### config.mk
export PLATFORM = sky130hd
export DESIGN_NAME = viterbi_traceback
export DESIGN_NICKNAME = d
export VERILOG_FILES = /design/src/rtl/viterbi_pkg.sv /design/src/rtl/tb_lifo.sv /design/src/rtl/viterbi_traceback.sv
export SDC_FILE = /design/constraint.sdc
export NUM_CORES = 1
export LEC_CHECK = 0
export BUFFER_PORTS_ARGS = -buffer_cell sky130_fd_sc_hd__clkbuf_2
export CAP_MARGIN = 20
export CORE_UTILIZATION = 31
export DETAILED_ROUTE_END_ITERATION = 16
export PLACE_DENSITY = 0.53
export SYNTH_ARGS = -nofsm -noshare
export SYNTH_HDL_FRONTEND = slang
export SYNTH_SLANG_ARGS = --single-unit
### constraint.sdc
create_clock -name clk -period 4.17 [get_ports clk]
set_input_delay 0 -clock clk [delete_from_list [all_inputs] [get_ports clk]]
set_output_delay 0 -clock clk [all_outputs]
set_load 0.005 [all_outputs]
### src/rtl/viterbi_pkg.sv
// Shared constants and FSM state type for the K=7 Viterbi decoder traceback path.
package viterbi_pkg;

    localparam int VIT_K          = 7;
    localparam int VIT_NUM_STATES = 1 << (VIT_K - 1);
    localparam int VIT_STATE_W    = VIT_K - 1;
    localparam int VIT_TB_DEPTH   = 32;

    typedef enum logic [1:0] {
        IDLE   = 2'd0,
        TRACE  = 2'd1,
        OUTPUT = 2'd2
    } tb_state_t;

endpackage

### src/rtl/tb_lifo.sv
// DEPTH x 1 decoded-bit buffer: written at ascending index during trace, read at descending index on output.
module tb_lifo #(
    parameter int DEPTH = 32,
    parameter int IDX_W = $clog2(DEPTH)
) (
    input  logic             clk,
    input  logic             push,
    input  logic [IDX_W-1:0] push_idx,
    input  logic             push_bit,
    input  logic [IDX_W-1:0] pop_idx,
    output logic             pop_bit
);

    // Contents are don't-care after reset; every slot is rewritten before it is read.
    logic [DEPTH-1:0] mem;

    always_ff @(posedge clk) begin
        if (push) begin
            mem[push_idx] <= push_bit;
        end
    end

    assign pop_bit = mem[pop_idx];

endmodule

### src/rtl/viterbi_traceback.sv
// Viterbi traceback: walks DEPTH newest-first decision vectors back from start_state, emits bits oldest first.
// Optional VITERBI_TB_STATE_OUT_EN adds the end_state port (trellis state after the final accept).
module viterbi_traceback
    import viterbi_pkg::*;
#(
    parameter int NUM_STATES = VIT_NUM_STATES,
    parameter int STATE_W    = VIT_STATE_W,
    parameter int DEPTH      = VIT_TB_DEPTH
) (
    input  logic                  clk,
    input  logic                  rst,
    input  logic                  start,
    input  logic [STATE_W-1:0]    start_state,
    input  logic [NUM_STATES-1:0] dec,
    input  logic                  dec_valid,
    output logic                  dec_ready,
    output logic                  bit_out,
    output logic                  bit_valid,
    output logic                  block_done,
    output logic                  busy
`ifdef VITERBI_TB_STATE_OUT_EN
    ,
    output logic [STATE_W-1:0]    end_state
`endif
);

    localparam int CNT_W = $clog2(DEPTH) + 1;
    localparam int IDX_W = $clog2(DEPTH);

    tb_state_t          state;
    logic [STATE_W-1:0] s;
    logic [CNT_W-1:0]   cnt;
    logic               accept;
    logic               u;
    logic               pred_bit;
    logic [STATE_W-1:0] s_next;
    logic [IDX_W-1:0]   rd_idx;
    logic               lifo_bit;

    // Handshake: a vector moves on any cycle with dec_valid && dec_ready; dec_ready is high only in TRACE,
    // so dec_valid in any other state consumes nothing. There is no backpressure on the bit output.
    assign accept   = (state == TRACE) && dec_valid;
    assign u        = s[STATE_W-1];
    assign pred_bit = dec[s];
    assign s_next   = {s[STATE_W-2:0], pred_bit};

    // In OUTPUT, cnt holds the index currently on bit_out, so the next one to fetch sits one below.
    assign rd_idx = IDX_W'(cnt - CNT_W'(1));

    tb_lifo #(
        .DEPTH (DEPTH),
        .IDX_W (IDX_W)
    ) u_lifo (
        .clk      (clk),
        .push     (accept),
        .push_idx (cnt[IDX_W-1:0]),
        .push_bit (u),
        .pop_idx  (rd_idx),
        .pop_bit  (lifo_bit)
    );

    always_ff @(posedge clk) begin
        if (rst) begin
            state      <= IDLE;
            s          <= '0;
            cnt        <= '0;
            dec_ready  <= 1'b0;
            busy       <= 1'b0;
            bit_out    <= 1'b0;
            bit_valid  <= 1'b0;
            block_done <= 1'b0;
`ifdef VITERBI_TB_STATE_OUT_EN
            end_state  <= '0;
`endif
        end else begin
            case (state)
                IDLE: begin
                    if (start) begin
                        state     <= TRACE;
                        s         <= start_state;
                        cnt       <= '0;
                        busy      <= 1'b1;
                        dec_ready <= 1'b1;
                    end
                end
                TRACE: begin
                    if (accept) begin
                        s <= s_next;
                        // The newest-pushed bit is the first one out, so it bypasses the buffer.
                        if (cnt == CNT_W'(DEPTH - 1)) begin
                            state      <= OUTPUT;
                            dec_ready  <= 1'b0;
                            cnt        <= CNT_W'(DEPTH - 1);
                            bit_out    <= u;
                            bit_valid  <= 1'b1;
                            block_done <= (DEPTH == 1);
`ifdef VITERBI_TB_STATE_OUT_EN
                            end_state  <= s_next;
`endif
                        end else begin
                            cnt <= cnt + CNT_W'(1);
                        end
                    end
                end
                OUTPUT: begin
                    if (cnt == '0) begin
                        state      <= IDLE;
                        busy       <= 1'b0;
                        bit_out    <= 1'b0;
                        bit_valid  <= 1'b0;
                        block_done <= 1'b0;
                    end else begin
                        bit_out    <= lifo_bit;
                        block_done <= (cnt == CNT_W'(1));
                        cnt        <= cnt - CNT_W'(1);
                    end
                end
                default: begin
                    state <= IDLE;
                end
            endcase
        end
    end

endmodule

## Word level (Yosys, flattened, before mapping)

Index checks and enable logic that the tools add are counted.

| word-level totals | value |
|---|---|
| register bits | 51 |
| input bits | 74 |
| output and inout bits | 5 |
| logic and storage cells | 74 |

| operators by class | value |
|---|---|
| add/sub/neg operators | 2 |
| order comparisons | 4 |
| equality and inequality tests | 9 |
| muxes and demuxes | 35 |
| reduce and logical (&&, ||, !) cells | 15 |

Operators with widths:

| kind | count |
|---|---|
| $mux W6 | 6 |
| $bwmux W32 | 1 |
| $pmux W6 S3 | 1 |
| $reduce_and A4 Y1 | 4 |
| $mux W1 | 13 |
| $lt A5 B6 Y1 const B | 2 |
| $pmux W6 S2 | 1 |
| $pmux W1 S2 | 5 |
| $reduce_and A3 Y1 | 3 |
| $mux W2 | 4 |
| $ne A2 B2 Y1 const B | 4 |
| $lt A6 B7 Y1 const B | 1 |
| $add A6 B1 Y6 const B | 1 |
| $bmux W1 S6 | 1 |
| $eq A6 B1 Y1 const B | 1 |
| $eq A6 B5 Y1 const B | 1 |
| $logic_not A6 Y1 | 1 |
| $pmux W2 S3 | 1 |
| $reduce_bool A2 Y1 | 3 |
| $sub A6 B1 Y6 const B | 1 |
| $bmux W1 S5 | 1 |
| $demux W1 S5 | 1 |
| $ge A5 B1 Y1 const B | 1 |
| $reduce_bool A3 Y1 | 1 |
| 5 further kinds | 6 |

## Logic depth before layout (Yosys ltp)

Gate-level depths: netlist of the first run.

| depth | value |
|---|---|
| depth in word-level cells | 5 |
| depth in mapped cells | 10 |
| gate-level depth less buffers | 8 |

## Modules after synthesis

A second synthesis of the first run with hierarchy kept.

| second synthesis, totals | value |
|---|---|
| cell total of the unflattened synthesis | 325 |
| area, all modules | 3328.2 um^2 |

Modules (own cells, without submodules):

| module | instances | cells an instance | area an instance (um^2) | sequential area each (um^2) |
|---|---|---|---|---|
| viterbi_traceback | 1 | 206 | 1830.5 | 380.4 |
| tb_lifo | 1 | 119 | 1497.7 | 960.9 |

## Worst setup path before layout of the first run

OpenSTA, ideal clock, no wires.

| path | value |
|---|---|
| path type | reg-to-reg |
| start | register cnt[0] |
| end | register bit_out |
| library setup time | 133 ps |
| arrival | 2343 ps |
| data required time | 4037 ps |
| slack | 1694 ps |
| cell stages (with the launch flop) | 11 |
| buffers on the path | 3 |
| clock period less this slack | 2476 ps |
| cells stage by stage | dfxtp_1 -> buf_6 -> buf_6 -> inv_2 -> ha_1 -> buf_1 -> mux4_1 -> mux4_2 -> or2_1 -> o211ai_2 -> a31oi_1 |

| on the way | value |
|---|---|
| longest elaborated chain between the ends | 5 |
| elaborated cells between the ends (all ways) | 9 |
| those cells by class | add/sub (1); eq/ne (2); mux (4); reduce/logical (2) |

Ends and longest elaborated chain:

| item | RTL line | text |
|---|---|---|
| from (decl) | viterbi_traceback.sv:32 | `logic [CNT_W-1:0] cnt;` |
| from (signal assigned) | viterbi_traceback.sv:93 | `cnt <= CNT_W'(DEPTH - 1);` |
| from (signal assigned) | viterbi_traceback.sv:101 | `cnt <= cnt + CNT_W'(1);` |
| from (signal assigned) | viterbi_traceback.sv:115 | `cnt <= cnt - CNT_W'(1);` |
| $sub A6 B1 Y6 | n/a |  |
| $bmux W1 S5 | tb_lifo.sv:23 | `assign pop_bit = mem[pop_idx];` |
| $mux W1 (not written as such) | tb_lifo.sv:23 |  |
| $mux W1 | viterbi_traceback.sv:106 | `if (cnt == '0) begin` |
| $pmux W1 S2 | viterbi_traceback.sv:76 | `case (state)` |
| to (signal assigned) | viterbi_traceback.sv:94 | `bit_out <= u;` |
| to (signal assigned) | viterbi_traceback.sv:113 | `bit_out <= lifo_bit;` |
| to (decl) | viterbi_traceback.sv:17 | `output logic bit_out,` |

Parallel ways exist; a longest one is shown, timed or not. The select of a mux whose other input is x is not followed.
A chain may end at the register's enable or synchronous reset.

## Worst setup path after layout of the first run

Ends and elaborated chain as after synthesis.

==> results.toml, run 1 <==
[run_status]
result_of_the_run = "finished, final reports clean"

[finish]
final_design_area_no_fill_sq_um = 3810
layout_commonest_cell = "clkbuf_2"
instances_no_fill = 506
most-common-layout-cells = "clkbuf_2 (78), nor2_1 (53), edfxtp_1 (32)"
fillerInstances = 995
final_core_utilization = 0.385
multi_input_comb_area_sq_um = 1720
sequential_cell_area_sq_um = 1340
final_net_count = 455
antenna_cells = 0
area_delta_synth_final_pct = 18.6
share_of_post_route_cells_with_drive_strength_above_1 = 0.290

[timing]
post_route_setup_slack_ps = 1310
report.final.slew_viol_count = 0
timing_worst_slew_pin_value_ps = 955
timing_hold_violations_final = 0
post-route-period-util = 0.686
setup_repair_after_global_routing_missed_its_margin = "false"
min_period_ps = 2860
fmax_mhz = 350
tns_ps = 0
hold-worst-slack_ps = 13.2
fin_clk_skew_ps = 17.9
slew_headroom = 0.363
report.final.setup_viol = 0

[synth]
synth_nets = 388
synthDominantAreaCellType = "edfxtp_1"
synth_area_per_cell_sq_um = 10.5
netlist_top_cells_area = "edfxtp_1 (30%), dfxtp_1 (12%), mux4_2 (11%), mux2i_1 (7.2%), nor2_1 (6.2%)"
synthesis.instances = 305
yosysWarningCount = 0
async_set_reset_flop_share_out_of_synthesis = 0
synth_enable_flop_cells = 32
synth.ff_latch_count = 51
synth_top_area_share = 0.299
most_used_dff_post_synth = "edfxtp_1"
synthDistinctLibCells = 48
sequential_to_total_area_share_from_yosys_stat = 0.417
mappedNetlistArea_sq_um = 3210

[floorplanning]
die_w_um = 104
floorplan.core_area_sq_um = 9910
io_pins = 79
floorplan.initialDensity = 0.324
placement_rows = 36
die_area_sq_um = 10800
die-height_um = 104

[cts]
clock_tree.htree_level_count = 2
clk-insertion-delay-late_ps = 310
post_cts_resize_count = 0
cts_tree = "yes"
postCtsSetupRepairBufs = 0
cts-buffers-inserted = 5
clk_path_buf_depth = 2
postCtsHoldBufs = 2
clkSlewWorstSetupHoldPaths_ps = 100
clock-root-buffer = "clkbuf_8"
clk_sink_count = 51

[global_routing]
grt_pass1_vias = 2585
grt_first_pass_wirelength_um = 12900
overflow = 0
initial_antenna_violation_count = 0
gr-usage-all-layers = 0.149
grt_start_max_net_pins = 37

[run]
maximum_capacitance_violations = 0

[power_and_ir_drop]
p_total_mw = 1.31
power_per_cell_area_nw_per_um2 = 344
irDropWorstVdd_mv = 0.138
static-leakage-power_nw = 1.38

[drt]
drt_drc_violations_left = 0
avgRoutedWirePerCell_um = 15.4
initialDrtViolationCount = 151
postRouteAntennaNets = 0
finalWirelength_um = 7810
drt-pass1-iter-count = 4
dr_total_vias = 2608
vias_per_cell = 5.15

[placed_design]
globalplace.congestion = 0.800
detailed_place.area_sq_um = 3670
placed_cells_incl_taps = 495
port-buffer-count = 78
pre_cts_slack_ps = 1290
post-dp-hpwl_um = 5750

[critical_path]
cp_launch_type = "flop"
cp_data_arrival_time_ps = 3050
cp-end-kind = "flop"
cp.required_ps = 4360
timing.setup.critical_path_class = "reg -> reg"
timing.critical_path.fanout_max = 17

[min_path]
holdCritPathClass = "in -> reg"
[cell families after synthesis]
family                   count (synthesis)  synth area share
AND/OR/NAND/NOR                        105             0.151
adder cells (fa/ha/maj)                  9            0.0350
buffers and inverters                   34            0.0463
AO/OA/AOI/OAI                           59             0.122
multiplexers                            43             0.218
XOR/XNOR                                 4            0.0109
flip-flops                              51             0.417
[worst paths after layout]
kind | slack (ps) | end | cells after the start | from
min | 10 | s[5]$_SDFFE_PP0P_ | 3 | start_state[5]
min reg2reg | 480 | bit_out$_SDFFE_PP0P_ | 2 | bit_out$_SDFFE_PP0P_
max | 1310 | bit_out$_SDFFE_PP0P_ | 7 | cnt[0]$_SDFFE_PP0P_
max reg2reg | 1310 | bit_out$_SDFFE_PP0P_ | 7 | cnt[0]$_SDFFE_PP0P_
[power breakdown]
part | internal [mW] | switching [mW] | total [mW]
sequential | 0.575 | 0.0767 | 0.652
combinational | 0.200 | 0.163 | 0.363
clock | 0.121 | 0.175 | 0.296
[worst max-delay path, stage by stage (launching register included)]
cell	delay, ps
dfxtp_1	850
inv_2	130
ha_1	540
mux4_1	350
mux4_2	490
or2_1	230
o211ai_2	60
a31oi_1	90
[metal layers]
metal / wire, um / global-route usage
met4: 88 / 0.0398
met3: 318 / 0.0220
met1: 3420 / 0.193
met2: 3990 / 0.259
met5: 0 / 0
[state kept, by name, indices dropped and copies added (netlist names)]
name	flops
dec_ready	1
cnt	6
s	6
state	2
block_done	1
bit_valid	1
busy	1
u_lifo.mem	32
bit_out	1
[Yosys cell counts, types with 2 or more instances]
library cell and n:
mux4_1 5, buf_6 2, nand3_1 13, xor2_1 2, a22oi_1 7, dfxtp_1 19
and2_1 2, o31ai_1 2, mux4_2 15, nand3b_1 3, ha_1 9, nor2b_1 3
a21oi_1 12, inv_2 3, mux2i_1 23, o22ai_1 3, nand2_1 12, buf_1 2
or3_1 5, o211ai_1 2, clkbuf_1 13, buf_2 4, o21ai_1 3, edfxtp_1 32
nand2b_1 2, a31oi_1 5, inv_1 9, xnor2_1 2, a211oi_1 7, nor3_1 6
o21ai_0 9, nor2_1 53
[area by class of cell]
cell class,instances,share of cell area
clock buffer,5,0.0180
clock inverter,3,0.00591
inverter,12,0.0118
multi-input combinational,220,0.452
sequential,51,0.352
tap,133,0.0436
timing repair buffer,82,0.117
Power figures use the tool's default switching activity.
==> run 2, diff against run 1 <==
--- a/config.mk
+++ b/config.mk
@@ -9,7 +9,7 @@
 export CAP_MARGIN = 20
 export CORE_UTILIZATION = 31
 export DETAILED_ROUTE_END_ITERATION = 16
-export PLACE_DENSITY = 0.53
+export PLACE_DENSITY = 0.55
 export SYNTH_ARGS = -nofsm -noshare
 export SYNTH_HDL_FRONTEND = slang
 export SYNTH_SLANG_ARGS = --single-unit
==> constraint.sdc (replaced) <==
create_clock -name clk -period 2.51 [get_ports clk]
set_input_delay 0 -clock clk [delete_from_list [all_inputs] [get_ports clk]]
set_output_delay 0 -clock clk [all_outputs]
set_load 0.005 [all_outputs]
==> run 2 against run 1 <==
Utilization grew 0.85 points; maximum frequency up 27%; non-clock buffer count is 11 higher; routed wire length up 2.9%; worst setup slack worse by 1100 ps; largest cell class unchanged; count of clock-buffer cells in the layout did not move.
==> results.toml, run 2 (same netlist as run 1, synthesis figures left out) <==
[run_status]
result_of_the_run = "finished, final reports clean"

[finish]
biggestRegsByFlops = "u_lifo.mem x32, cnt x6, s x6"
largest-register = "u_lifo.mem"
antenna_cells = 0
largest_register_ff_count = 32
layout_commonest_cell = "clkbuf_2"
most-common-layout-cells = "clkbuf_2 (78), nor2_1 (53), edfxtp_1 (32)"
final_net_count = 466
share_of_post_route_cells_with_drive_strength_above_1 = 0.310
area_delta_synth_final_pct = 21.3
final_design_area_no_fill_sq_um = 3900

[cts]
postCtsSetupRepairBufs = 0
cts-buffers-inserted = 5
clk_path_buf_depth = 2
clk-insertion-delay-late_ps = 310
clkSlewWorstSetupHoldPaths_ps = 100
clk_sink_count = 51
clock_tree.htree_level_count = 2
clock-root-buffer = "clkbuf_8"
cts_tree = "yes"

[drt]
vias_per_cell = 5.26
drt_drc_violations_left = 0
initialDrtViolationCount = 149
finalWirelength_um = 8040
drt-pass1-iter-count = 4
avgRoutedWirePerCell_um = 15.5
dr_total_vias = 2721
postRouteAntennaNets = 0

[global_routing]
overflow = 0
grt_start_max_net_pins = 37
initial_antenna_violation_count = 0
grt_pass1_vias = 2676
grt_first_pass_wirelength_um = 13100
gr-usage-all-layers = 0.152

[timing]
tns_ps = 0
post-route-period-util = 0.897
timing_hold_violations_final = 0
report.final.setup_viol = 0
timing_worst_slew_pin_value_ps = 528
post_route_setup_slack_ps = 258
setup_repair_after_global_routing_missed_its_margin = "false"
report.final.slew_viol_count = 0
min_period_ps = 2250
slew_headroom = 0.648
fin_clk_skew_ps = 9.39
fmax_mhz = 444

[power_and_ir_drop]
static-leakage-power_nw = 1.44
power_per_cell_area_nw_per_um2 = 587
p_total_mw = 2.29
irDropWorstVdd_mv = 0.291

[floorplanning]
die_area_sq_um = 10800
floorplan.core_area_sq_um = 9910
floorplan.initialDensity = 0.324
placement_rows = 36
io_pins = 79
die-height_um = 104
die_w_um = 104

[placed_design]
pre_cts_slack_ps = 248
globalplace.congestion = 0.863
port-buffer-count = 78
post-dp-hpwl_um = 6050
detailed_place.area_sq_um = 3760

[critical_path]
cp_data_arrival_time_ps = 2440
timing.setup.critical_path_class = "reg -> reg"
cp.required_ps = 2690
cp_launch_type = "flop"
cp-end-kind = "flop"
timing.critical_path.fanout_max = 10

[run]
maximum_capacitance_violations = 0

[min_path]
holdCritPathClass = "in -> reg"
-- run 2: changes by cell type in the layout (fill, tap and decap cells not counted) --
| cell | previous run | this run |
|---|---|---|
| buf_4 | 1 | 13 |
| buf_16 | 1 | 0 |
| inv_6 | 1 | 0 |
| bufinv_16 | 0 | 1 |
-- run 2: routing by layer --
| metal | track usage | up-vias | wire length, um | part of all wire |
|---|---|---|---|---|
| li1 | - | 1303 | - | - |
| met1 | 0.198 | 1298 | 3570 | 0.44 |
| met2 | 0.247 | 103 | 3840 | 0.48 |
| met3 | 0.0245 | 17 | 414 | 0.052 |
| met4 | 0.0724 | 0 | 218 | 0.027 |
| met5 | 0 | - | 0 | 0 |
-- run 2: per-stage QoR --
stage / hold WS, ps / utilization / std cells
after detailed placement: 310 / 0.380 / 507
after floorplan: 163 / - / 305
after CTS: 10.1 / 0.393 / 517
final: 16.6 / 0.393 / 517
after global placement: 313 / 0.380 / 507
after global routing: 29.2 / 0.393 / 517
-- run 2: cell type report --
type                            count  area, sq um
Multi-Input combinational cell    220         1720
Tap cell                          133          166
Clock buffer                        5         68.8
Clock inverter                      3         43.8
Fill cell                         991         6010
Timing Repair Buffer               93          508
Sequential cell                    51         1340
Inverter                           12         45.0
-- run 2: worst max-delay path, stage by stage (launching register included) --
cell and delay, ps:
dfxtp_1 380, inv_2 70, ha_1 500, mux4_1 350, mux4_2 460, or2_1 230, o211ai_2 60, a31oi_1 90
-- run 2: final timing paths --
| check | cells after the start | from | end | slack, ps |
|---|---|---|---|---|
| max | 7 | cnt[0]$_SDFFE_PP0P_ | bit_out$_SDFFE_PP0P_ | 260 |
| min | 3 | start_state[4] | s[4]$_SDFFE_PP0P_ | 20 |
| max reg2reg | 7 | cnt[0]$_SDFFE_PP0P_ | bit_out$_SDFFE_PP0P_ | 260 |
| min reg2reg | 2 | bit_out$_SDFFE_PP0P_ | bit_out$_SDFFE_PP0P_ | 490 |
-- run 2: repair_timing --
| action | 4_1_cts | 5_1_grt |
|---|---|---|
| gates resized for setup | 0 | 0 |
| hold endpoints to repair | 2 | 0 |
| hold buffers | 2 | 0 |
-- run 2: where the power goes --
group | switching, mW | internal, mW | total [mW]
clock | 0.283 | 0.297 | 0.581
sequential | 0.0800 | 0.956 | 1.04
combinational | 0.330 | 0.340 | 0.670
total | 0.693 | 1.59 | 2.29
==> run 3, diff against run 2 <==
--- a/config.mk
+++ b/config.mk
@@ -10,6 +10,7 @@
 export CORE_UTILIZATION = 31
 export DETAILED_ROUTE_END_ITERATION = 16
 export PLACE_DENSITY = 0.55
+export SETUP_SLACK_MARGIN = 0.5
 export SYNTH_ARGS = -nofsm -noshare
 export SYNTH_HDL_FRONTEND = slang
 export SYNTH_SLANG_ARGS = --single-unit
==> run 3 against run 2 <==
Cell area increased by 3.9%; register-to-register slack improved by 210 ps; non-clock buffer count increased by 9; via count increased by 0.11%; routed wire length increased by 1.4%; critical path type unchanged; largest power group unchanged.
==> results.toml, run 3 (same netlist as run 1, synthesis figures left out) <==
[finish]
most-common-layout-cells = "clkbuf_2 (78), nor2_1 (53), edfxtp_1 (32)"
instances_no_fill = 526
largest_register_ff_count = 32
largest-register = "u_lifo.mem"
antenna_cells = 0
share_of_post_route_cells_with_drive_strength_above_1 = 0.372
layout_commonest_cell = "clkbuf_2"
final_net_count = 475
area_delta_synth_final_pct = 26.0
biggestRegsByFlops = "u_lifo.mem x32, cnt x6, s x6"
fillerInstances = 984

[timing]
timing_hold_violations_final = 0
setup_repair_after_global_routing_missed_its_margin = "true"
min_period_ps = 2050
fin_clk_skew_ps = 11.7
report.final.setup_viol = 0
hold-worst-slack_ps = 11.0
timing_worst_slew_pin_value_ps = 498
fmax_mhz = 488
report.final.slew_viol_count = 0
tns_ps = 0
slew_headroom = 0.668
post-route-period-util = 0.816

[cts]
cts-buffers-inserted = 5
clock_tree.htree_level_count = 2
clk_path_buf_depth = 2
clkSlewWorstSetupHoldPaths_ps = 100
clock-root-buffer = "clkbuf_8"
clk_sink_count = 51
clk-insertion-delay-late_ps = 310
cts_tree = "yes"

[global_routing]
gr-usage-all-layers = 0.157
grt_start_max_net_pins = 36
overflow = 0
initial_antenna_violation_count = 0
grt_first_pass_wirelength_um = 13500
grt_pass1_vias = 2733

[drt]
avgRoutedWirePerCell_um = 15.5
initialDrtViolationCount = 168
drt-pass1-iter-count = 5
postRouteAntennaNets = 0
finalWirelength_um = 8150
drt_drc_violations_left = 0
vias_per_cell = 5.18
dr_total_vias = 2724

[floorplanning]
die_w_um = 104
die-height_um = 104
io_pins = 79
floorplan.initialDensity = 0.324
floorplan.core_area_sq_um = 9910
placement_rows = 36
die_area_sq_um = 10800

[run_status]
result_of_the_run = "finished, final reports clean"

[critical_path]
cpMaxStageDelayCell = "mux4_1"
family_with_the_most_delay_on_the_worst_path = "multiplexers"
timing.setup.critical_path_class = "reg -> reg"
setup.reg_to_reg.worst_slack_ps = 460
total_stage_count_of_the_critical_path = 6
timing.critical_path.fanout_max = 7
critical_path_buf_inv_count = 1
cp_launch_type = "flop"
cp-end-kind = "flop"
cp_data_arrival_time_ps = 2240
rr_worst_depth = 6
crit_path_cell_trace = "buf_12 -> mux4_1 -> mux4_2 -> or2_1 -> o211ai_2 -> a31oi_1"
critical_path.reg2reg.endpoint = "bit_out$_SDFFE_PP0P_"
cp.required_ps = 2700
crit_path_max_incr_delay_ps = 530
r2r-start = "cnt[0]$_SDFFE_PP0P_"

[placed_design]
post-dp-hpwl_um = 6030
port-buffer-count = 78
globalplace.congestion = 0.825
placed_cells_incl_taps = 505

[power_and_ir_drop]
power_per_cell_area_nw_per_um2 = 553
static-leakage-power_nw = 1.49
irDropWorstVdd_mv = 0.262

[min_path]
holdCritPathClass = "in -> reg"
hold_path_end = "s[3]$_SDFFE_PP0P_"
hp-start = "start_state[3]"
hold_path_depth = 3

[run]
maximum_capacitance_violations = 0
run 3: changes by cell type in the layout (fill, tap and decap cells not counted), sizes merged:
cell | before | now
buf | 13 | 22
bufinv | 1 | 0
clkbuf | 83 | 84
clkinv | 2 | 1
clkinvlp | 0 | 1
run 3: power breakdown:
part           switching (mW)  internal, mW  total [mW]
sequential             0.0851         0.955        1.04
combinational           0.333         0.362       0.695
clock                   0.281         0.225       0.506
run 3: how the worst max path moves through the flow:
| stage | from | end | slack [ps] |
|---|---|---|---|
| after global placement | cnt[0]$_SDFFE_PP0P_ | bit_out$_SDFFE_PP0P_ | 240 |
| after detailed placement | cnt[0]$_SDFFE_PP0P_ | bit_out$_SDFFE_PP0P_ | 160 |
| after floorplan | cnt[0]$_SDFFE_PP0P_ | bit_out$_SDFFE_PP0P_ | 290 |
| after CTS | cnt[0]$_SDFFE_PP0P_ | bit_out$_SDFFE_PP0P_ | 450 |
| after global routing | cnt[0]$_SDFFE_PP0P_ | bit_out$_SDFFE_PP0P_ | 410 |
| final | cnt[0]$_SDFFE_PP0P_ | bit_out$_SDFFE_PP0P_ | 460 |
run 3: cell type report:
class                   instances  area, sq um  share of cell area
flip-flops and latches         51         1350               0.333
clock inverters                 2         16.3             0.00402
clock buffers                   6         82.6              0.0204
well taps                     133          166              0.0411
inverters                      12         50.0              0.0124
multi-input cells             220         1790               0.442
repair buffers                102          596               0.147
run 3: worst register-to-register path, stage by stage (launching register included):
cell      delay (ps)
dfxtp_4          430
buf_12           140
mux4_1           530
mux4_2           460
or2_1            230
o211ai_2          60
a31oi_1           80
run 3: repair_timing:
| action | in CTS | in global routing |
|---|---|---|
| hold buffers | 2 | 0 |
| hold endpoints to repair | 2 | 0 |
| setup buffers | 9 | 2 |
| endpoints found under the setup margin | 3 | 25 |
| gates resized for setup | 10 | 17 |
| pin swaps | 2 | 3 |
run 3: per-layer routing:
layer	track usage	vias up	wire (um)
met5	0	-	0
met4	0.0663	0	124
met3	0.0220	9	385
met2	0.262	98	4130
met1	0.203	1299	3510
li1	-	1318	-
run 3: stage by stage:
| step | setup WS, ps | utilization | cell area, sq um | power (mW) |
|---|---|---|---|---|
| after floorplan | 291 | - | 3240 | 1.53 |
| after global placement | 236 | 0.380 | 3760 | 1.71 |
| after detailed placement | 159 | 0.380 | 3760 | 1.73 |
| after CTS | 451 | 0.403 | 3990 | 2.25 |
| after global routing | 411 | 0.409 | 4050 | 2.39 |
| final | 463 | 0.409 | 4050 | 2.24 |
